### src/rtl/clk_period_monitor_pkg.sv
// Shared types and constants for the mon_clk period monitor.
// Holds the FSM state encoding and the synchronizer depth.
package clk_period_monitor_pkg;

    typedef enum logic [1:0] {
        IDLE    = 2'd0,
        MEASURE = 2'd1,
        LOST    = 2'd2
    } fsm_state_t;

    localparam int SYNC_DEPTH = 2;

endpackage

### src/rtl/clk_period_monitor_sync_edge_det.sv
// Synchronizer plus rising-edge detector for an async level.
// Ports: clk, rst (sync, active-high), async_in, rise_pulse.
module sync_edge_det
    import clk_period_monitor_pkg::*;
(
    input  logic clk,
    input  logic rst,
    input  logic async_in,
    output logic rise_pulse
);

    logic [SYNC_DEPTH-1:0] sync_q;
    logic                  edge_q;

    always_ff @(posedge clk) begin
        if (rst) begin
            sync_q <= '0;
            edge_q <= 1'b0;
        end else begin
            sync_q <= {sync_q[SYNC_DEPTH-2:0], async_in};
            edge_q <= sync_q[SYNC_DEPTH-1];
        end
    end

    // One clk cycle high per synchronized 0->1 transition.
    assign rise_pulse = sync_q[SYNC_DEPTH-1] & ~edge_q;

endmodule

### src/rtl/clk_period_monitor.sv
// Measures mon_clk period in clk cycles; flags loss and overrun.
// Ports: clk, rst, mon_clk, period/period_val/period_rdy, lost, overrun.
module clk_period_monitor
    import clk_period_monitor_pkg::*;
#(
    parameter int p_cnt_width = 16,
    parameter int p_timeout   = 1024
) (
    input  logic                   clk,
    input  logic                   rst,
    input  logic                   mon_clk,
    output logic [p_cnt_width-1:0] period,
    output logic                   period_val,
    input  logic                   period_rdy,
    output logic                   lost,
    output logic                   overrun
);

    localparam logic [p_cnt_width-1:0] c_timeout =
        p_cnt_width'(p_timeout);
    localparam logic [p_cnt_width-1:0] c_one =
        p_cnt_width'(1);

    logic                   edge_pulse;
    fsm_state_t             state_q;
    fsm_state_t             state_d;
    logic [p_cnt_width-1:0] cnt_q;
    logic [p_cnt_width-1:0] cnt_d;
    logic                   capture;
    logic                   xfer;

    sync_edge_det u_sync (
        .clk        (clk),
        .rst        (rst),
        .async_in   (mon_clk),
        .rise_pulse (edge_pulse)
    );

    always_ff @(posedge clk) begin
        if (rst) begin
            state_q <= IDLE;
            cnt_q   <= '0;
        end else begin
            state_q <= state_d;
            cnt_q   <= cnt_d;
        end
    end

    // The timeout compare happens before the increment, so cnt
    // tops out at p_timeout and can never wrap.
    always_comb begin
        state_d = state_q;
        cnt_d   = cnt_q;
        capture = 1'b0;
        unique case (state_q)
            IDLE: begin
                if (edge_pulse) begin
                    state_d = MEASURE;
                    cnt_d   = c_one;
                end else if (cnt_q >= c_timeout) begin
                    state_d = LOST;
                    cnt_d   = '0;
                end else begin
                    cnt_d = cnt_q + c_one;
                end
            end
            MEASURE: begin
                if (edge_pulse) begin
                    capture = 1'b1;
                    cnt_d   = c_one;
                end else if (cnt_q >= c_timeout) begin
                    state_d = LOST;
                    cnt_d   = '0;
                end else begin
                    cnt_d = cnt_q + c_one;
                end
            end
            LOST: begin
                cnt_d = '0;
                if (edge_pulse) begin
                    state_d = MEASURE;
                    cnt_d   = c_one;
                end
            end
            default: begin
                state_d = IDLE;
                cnt_d   = '0;
            end
        endcase
    end

    assign xfer = period_val & period_rdy;

    always_ff @(posedge clk) begin
        if (rst) begin
            period     <= '0;
            period_val <= 1'b0;
            overrun    <= 1'b0;
        end else if (capture) begin
            period     <= cnt_q;
            period_val <= 1'b1;
            // Only a capture landing on an unaccepted value is lost.
            if (period_val && !period_rdy) begin
                overrun <= 1'b1;
            end
        end else if (xfer) begin
            period_val <= 1'b0;
        end
    end

    assign lost = (state_q == LOST);

endmodule
### config.mk
export PLATFORM = sky130hd
export DESIGN_NAME = clk_period_monitor
export DESIGN_NICKNAME = d
export VERILOG_FILES = /design/src/rtl/clk_period_monitor_pkg.sv /design/src/rtl/clk_period_monitor_sync_edge_det.sv /design/src/rtl/clk_period_monitor.sv
export SDC_FILE = /design/constraint.sdc
export NUM_CORES = 1
export LEC_CHECK = 0
export CAP_MARGIN = 20
export CORE_MARGIN = 1
export CORE_UTILIZATION = 29
export DETAILED_ROUTE_END_ITERATION = 8
export PLACE_DENSITY_LB_ADDON = 0.1
export SKIP_CTS_REPAIR_TIMING = 1
export SYNTH_ARGS = -nofsm -noshare
export SYNTH_HDL_FRONTEND = slang
export SYNTH_SLANG_ARGS = --single-unit
### constraint.sdc
create_clock -name clk -period 1.9 [get_ports clk]
set_clock_uncertainty 0.05 [all_clocks]
set_input_delay 0.38 -clock clk [delete_from_list [all_inputs] [get_ports clk]]
set_output_delay 0.38 -clock clk [all_outputs]
set_load 0.01 [all_outputs]
# Word level (Yosys, flattened, before mapping)
# Index checks and enable logic that the tools add are counted.
word_totals:
  regBits: 39
  word_cells: 36
classes:
  order_cmp: 1
  n_bitwise: 3
  n_reduce_logical: 7
  mux: 13
  eq_ne: 4
  addsub: 1
ops:
  columns: ["operator", "n"]
  rows:
  - ["2-to-1 mux 16 bit", 2]
  - ["case mux 16 bit (2 select lines)", 1]
  - ["adder 16 x 1 -> 16 bit (second input constant)", 1]
  - ["greater-or-equal comparator 16 x 11 -> 1 bit (second input constant)", 1]
  - ["2-to-1 mux 2 bit", 4]
  - ["case mux 2 bit (3 select lines)", 1]
  - ["2-to-1 mux 1 bit", 5]
  - ["AND reduction 2 bit", 2]
  - ["bitwise AND 1 bit", 2]
  - ["== test 2 x 1 -> 1 bit (second input constant)", 1]
  - ["== test 2 bit (second input constant)", 1]
  - ["logical NOT 2 bit", 1]
  - ["inequality test 2 x 1 -> 1 bit (second input constant)", 1]
  - ["inequality test 2 bit (second input constant)", 1]
  - ["nonzero test 2 bit", 1]
  - ["OR reduction 2 bit", 1]
  - ["logical AND 1 bit", 1]
  - ["logical NOT 1 bit", 1]
  - ["inverter 1 bit", 1]

# Logic depth before layout (Yosys ltp)
depth:
  depth_word: 5
  mapped_depth: 5
  mapped_depth_nobuf: 4

# By module
# From an unflattened synthesis, not the netlist that was laid out.
unflattened:
  cells_unflattened: 157
  area_unflattened_um2: 1382.6
modules_own_cells:
  columns: ["mod", "cells_per_inst", "instances", "seq_area_each_um2", "area_per_inst_um2"]
  rows:
  - ["clk_period_monitor", 150, 1, 720.7, 1295.0]
  - ["sync_edge_det", 7, 1, 60.1, 87.6]

# Worst setup path after synthesis
# Ideal clock, no wire load.
synth_path:
  kind: "reg2reg"
  startpoint: "register cnt_q[0]"
  endpoint: "register cnt_q[10]"
  required_ps: 1779
  n_path_buf: 0
  setup_slack_ps: 488
  t_arrival_ps: 1292
  setup_time_ps: 71
  path_stages_with_launch: 5
  path_cell_list: "dfxtp_1 -> ha_1 -> nand2_1 -> or4_1 -> a21oi_1"
synth_between:
  elab_chain_len: 4
  elab_cells_between_ends: 5
  classes_between: "add/sub (1); order compare (1); mux (3)"
synth_lines:
  columns: ["element", "line", "text"]
  rows:
  - ["start, declared", "clk_period_monitor.sv:27", "logic [p_cnt_width-1:0] cnt_q;"]
  - ["start signal, assigned", "clk_period_monitor.sv:45", "cnt_q <= cnt_d;"]
  - ["adder 16 x 1 -> 16 bit / greater-or-equal comparator 16 x 11 -> 1 bit (equally long branches)", null, null]
  - ["2-to-1 mux 16 bit *", "clk_period_monitor.sv:60, clk_period_monitor.sv:71", null]
  - ["2-to-1 mux 16 bit *", "clk_period_monitor.sv:68", "if (edge_pulse) begin"]
  - ["case mux 16 bit (2 select lines) *", "clk_period_monitor.sv:55", "unique case (state_q)"]
# Every way passes the cells marked *; elsewhere a longest branch is shown, timed or not.
# A chain may end at the register's enable or synchronous reset.

# Worst setup path after layout
layout_path:
  startpoint: "register state_q[1]"
  endpoint: "output lost"
layout_between:
  elab_chain_len: 1
layout_lines:
  columns: ["element", "line", "text"]
  rows:
  - ["start, declared", "clk_period_monitor.sv:25", "fsm_state_t state_q;"]
  - ["start signal, assigned", "clk_period_monitor.sv:44", "state_q <= state_d;"]
  - ["== test 2 bit", "clk_period_monitor.sv:111", "assign lost = (state_q == LOST);"]
  - ["end, declared", "clk_period_monitor.sv:15", "output logic lost,"]
# No other way between the ends.

==> load_flow_metrics.sql <==
INSERT INTO impl_metrics (metric_group, metric, value, unit) VALUES
('run_status', 'run_status', 'finished, violations left', ''),
('run_status', 'violations_in_the_final_reports', 'design-rule violations', ''),
('floorplanning', 'num_rows', '24', ''),
('synth', 'synth_sequential_area_ratio', '56.0', '%'),
('grt', 'met3_global_route_usage', '3.38', '%'),
('placement', 'numPortBuffers', '22', ''),
('grt', 'first_global_vias', '1089', ''),
('power', 'clock_share_of_power', '37.5', '%'),
('clock_network', 'cts.reportedPaths.clkPinSlew', '70', 'ps'),
('floorplanning', 'core_area', '4470', 'µm²'),
('clock_network', 'htree_num_levels', '2', ''),
('sta', 'slew_viols_final', '0', ''),
('route', 'drt.antenna.violating_nets', '0', ''),
('clock_network', 'cts.path.max_buffers', '2', ''),
('floorplanning', 'chipHeight', '71.4', 'µm'),
('placement', 'detailedPlacementHpwl', '1.94', 'mm'),
('placement', 'dp_worst_setup_slack', '174', 'ps'),
('synth', 'asyncSetResetFlopFracSynth', '0', '%'),
('hold_path', 'hold_path_startpoint', 'u_sync.sync_q[0]$_SDFF_PP0_', ''),
('sta', 'fmax', '563', 'MHz'),
('sta', 'finalHoldViolations', '0', ''),
('synth', 'syn_area', '1400', 'µm²'),
('route', 'wl_per_cell', '11.4', 'µm'),
('critical_path', 'worstSetupPathType', 'reg -> out', ''),
('hold_path', 'whs_endpoint', 'u_sync.sync_q[1]$_SDFF_PP0_', ''),
('critical_path', 'worst_ep_required_time', '1470', 'ps'),
('critical_path', 'critical_path.reg2reg.endpoint', 'cnt_q[6]$_SDFF_PP0_', ''),
('power', 'power.internal', '0.00111', 'W'),
('grt', 'busiest_layer', 'met2', ''),
('layout', 'post_route_cells_drive_above_1_share', '9.57', '%'),
('critical_path', 'critical_path.startpoint_type', 'flop', ''),
('grt', 'maximum_number_of_pins_on_one_net_before_global_route_repair', '18', ''),
('layout', 'fillers', '456', ''),
('layout', 'sequential_cell_area', '782', 'µm²'),
('route', 'routed-via-count', '1118', ''),
('floorplanning', 'fp.dieArea', '5090', 'µm²'),
('clock_network', 'clock-root-buffer', 'sky130_fd_sc_hd__clkbuf_8', ''),
('floorplanning', 'start_util', '31.2', '%'),
('critical_path', 'timing.rr.start', 'cnt_q[13]$_SDFF_PP0_', ''),
('sta', 'finalCriticalPeriod', '1780', 'ps'),
('power', 'ir_worst_vdd', '0.422', 'mV'),
('route', 'drc_errors', '2', ''),
('synth', 'ys_types', '30', ''),
('power', 'power_switching_share', '21.2', '%'),
('critical_path', 'critPathArrivalTime', '1350', 'ps'),
('layout', 'antenna_cells_inserted', '0', ''),
('layout', 'post-route-util', '40.0', '%'),
('route', 'first_iter_violations', '42', ''),
('power', 'power.combinational.fraction', '2.9', '%'),
('grt', 'grt_overflow_total', '0', ''),
('layout', 'finalNetCount', '193', ''),
('power', 'power_per_cell_area', '786', 'nW/µm²'),
('clock_network', 'cts_num_sinks', '39', ''),
('sta', 'period_share', '93.5', '%'),
('synth', 'post-synth-top-count-cell', 'sky130_fd_sc_hd__dfxtp_1', ''),
('power', 'seq_power_share', '59.6', '%'),
('route', 'drt-vias-per-instance', '4.66', ''),
('sta', 'grt_setup_unrepaired', 'false', ''),
('sta', 'setup_viol', '0', ''),
('grt', 'gr-usage-all-layers', '12.0', '%'),
('flow_run', 'max_cap_viol_count', '0', ''),
('layout', 'area_growth', '28.2', '%'),
('route', 'detail_route.first_pass.iterations', '6', ''),
('sta', 'aggregate_negative_setup_slack', '0', 'ps'),
('hold_path', 'min-delay-path-class', 'reg -> reg', ''),
('critical_path', 'end_kind', 'output pin', ''),
('hold_path', 'hold_path_depth', '1', ''),
('clock_network', 'tritoncts_clock_tree', 'yes', ''),
('power', 'power_leakage', '0.580', 'nW'),
('floorplanning', 'die_width', '71.4', 'µm'),
('sta', 'holdWs', '403', 'ps');
worst max-delay path by stage:
stage / start / endpoint / slack, ps / depth (start not counted)
after floorplan: cnt_q[0]$_SDFF_PP0_ / cnt_q[10]$_SDFF_PP0_ / 490 / 4
after global placement: rst / cnt_q[10]$_SDFF_PP0_ / 250 / 3
after detailed placement: rst / cnt_q[8]$_SDFF_PP0_ / 170 / 3
after CTS: state_q[1]$_SDFFE_PP0P_ / lost / 50 / 2
after global routing: state_q[1]$_SDFFE_PP0P_ / lost / 40 / 2
final: state_q[1]$_SDFFE_PP0P_ / lost / 120 / 2
worst max-delay path, cell delays in order (launching register included):
cell	delay (ps)
sky130_fd_sc_hd__dfxtp_2	380
sky130_fd_sc_hd__nor2b_1	140
sky130_fd_sc_hd__clkdlybuf4s50_1	540
metrics by stage:
step,cell area [µm²],std cells
finish,1790,240
global route,1790,240
CTS,1790,240
detailed placement,1710,232
global placement,1710,232
floorplan,1410,160
power by group through the flow:
stage	logic, W	clock network [W]	registers (W)
2_1_floorplan	0.0000209	0	0.000854
3_3_place_gp	0.0000407	0	0.000856
3_5_place_dp	0.0000411	0	0.000856
4_1_cts	0.0000415	0.000544	0.000837
5_1_grt	0.0000468	0.000576	0.000839
6_report	0.0000410	0.000527	0.000838
layout by cell type (no fill, tap or decap), types with 2 or more instances in the layout:
master	netlist	layout
sky130_fd_sc_hd__nor2b_1	5	5
sky130_fd_sc_hd__nor2_1	8	8
sky130_fd_sc_hd__a21oi_1	23	23
sky130_fd_sc_hd__dfxtp_1	39	38
sky130_fd_sc_hd__nand3_1	3	3
sky130_fd_sc_hd__ha_1	2	2
sky130_fd_sc_hd__nand2_1	38	38
sky130_fd_sc_hd__clkbuf_8	0	5
sky130_fd_sc_hd__or3_1	2	2
sky130_fd_sc_hd__nand4bb_1	2	2
sky130_fd_sc_hd__conb_1	1	5
sky130_fd_sc_hd__or4_1	2	2
sky130_fd_sc_hd__inv_1	4	4
sky130_fd_sc_hd__or3_2	2	2
sky130_fd_sc_hd__o21ai_0	4	4
sky130_fd_sc_hd__a32oi_1	2	2
sky130_fd_sc_hd__clkbuf_1	3	2
sky130_fd_sc_hd__buf_4	1	5
sky130_fd_sc_hd__clkdlybuf4s50_1	0	22
sky130_fd_sc_hd__xor2_1	2	2
cell type report:
type / instances / share of cell area (%)
flip-flops and latches: 39 / 43.7
multi-input cells: 110 / 32.8
repair buffers: 27 / 14.4
clock buffers: 7 / 4.27
well taps: 52 / 3.64
inverters: 4 / 0.840
clock inverters: 1 / 0.280
registers in the layout, indices dropped and copies added (netlist names):
signal         flops
cnt_q             16
overrun            1
period            16
period_val         1
state_q            2
u_sync.edge_q      1
u_sync.sync_q      2
routing by layer:
layer / wire [µm] / part of all wire [%]
met3: 105 / 3.8
met4: 44 / 1.6
met1: 1270 / 46
met5: 0 / 0
met2: 1320 / 48
logic make-up (layout without fill, tap and decap cells):
family                   count (synthesis)  count (layout)  share of synthesized area [%]
XOR/XNOR                                 3               3                           1.88
other                                    1               5                          0.269
adder cells (fa/ha/maj)                  2               2                           1.79
AO/OA/AOI/OAI                           31              31                           12.2
AND/OR/NAND/NOR                         69              69                           24.4
flip-flops                              39              39                           56.0
buffers and inverters                   11              39                           3.50
Power figures use the tool's default switching activity.
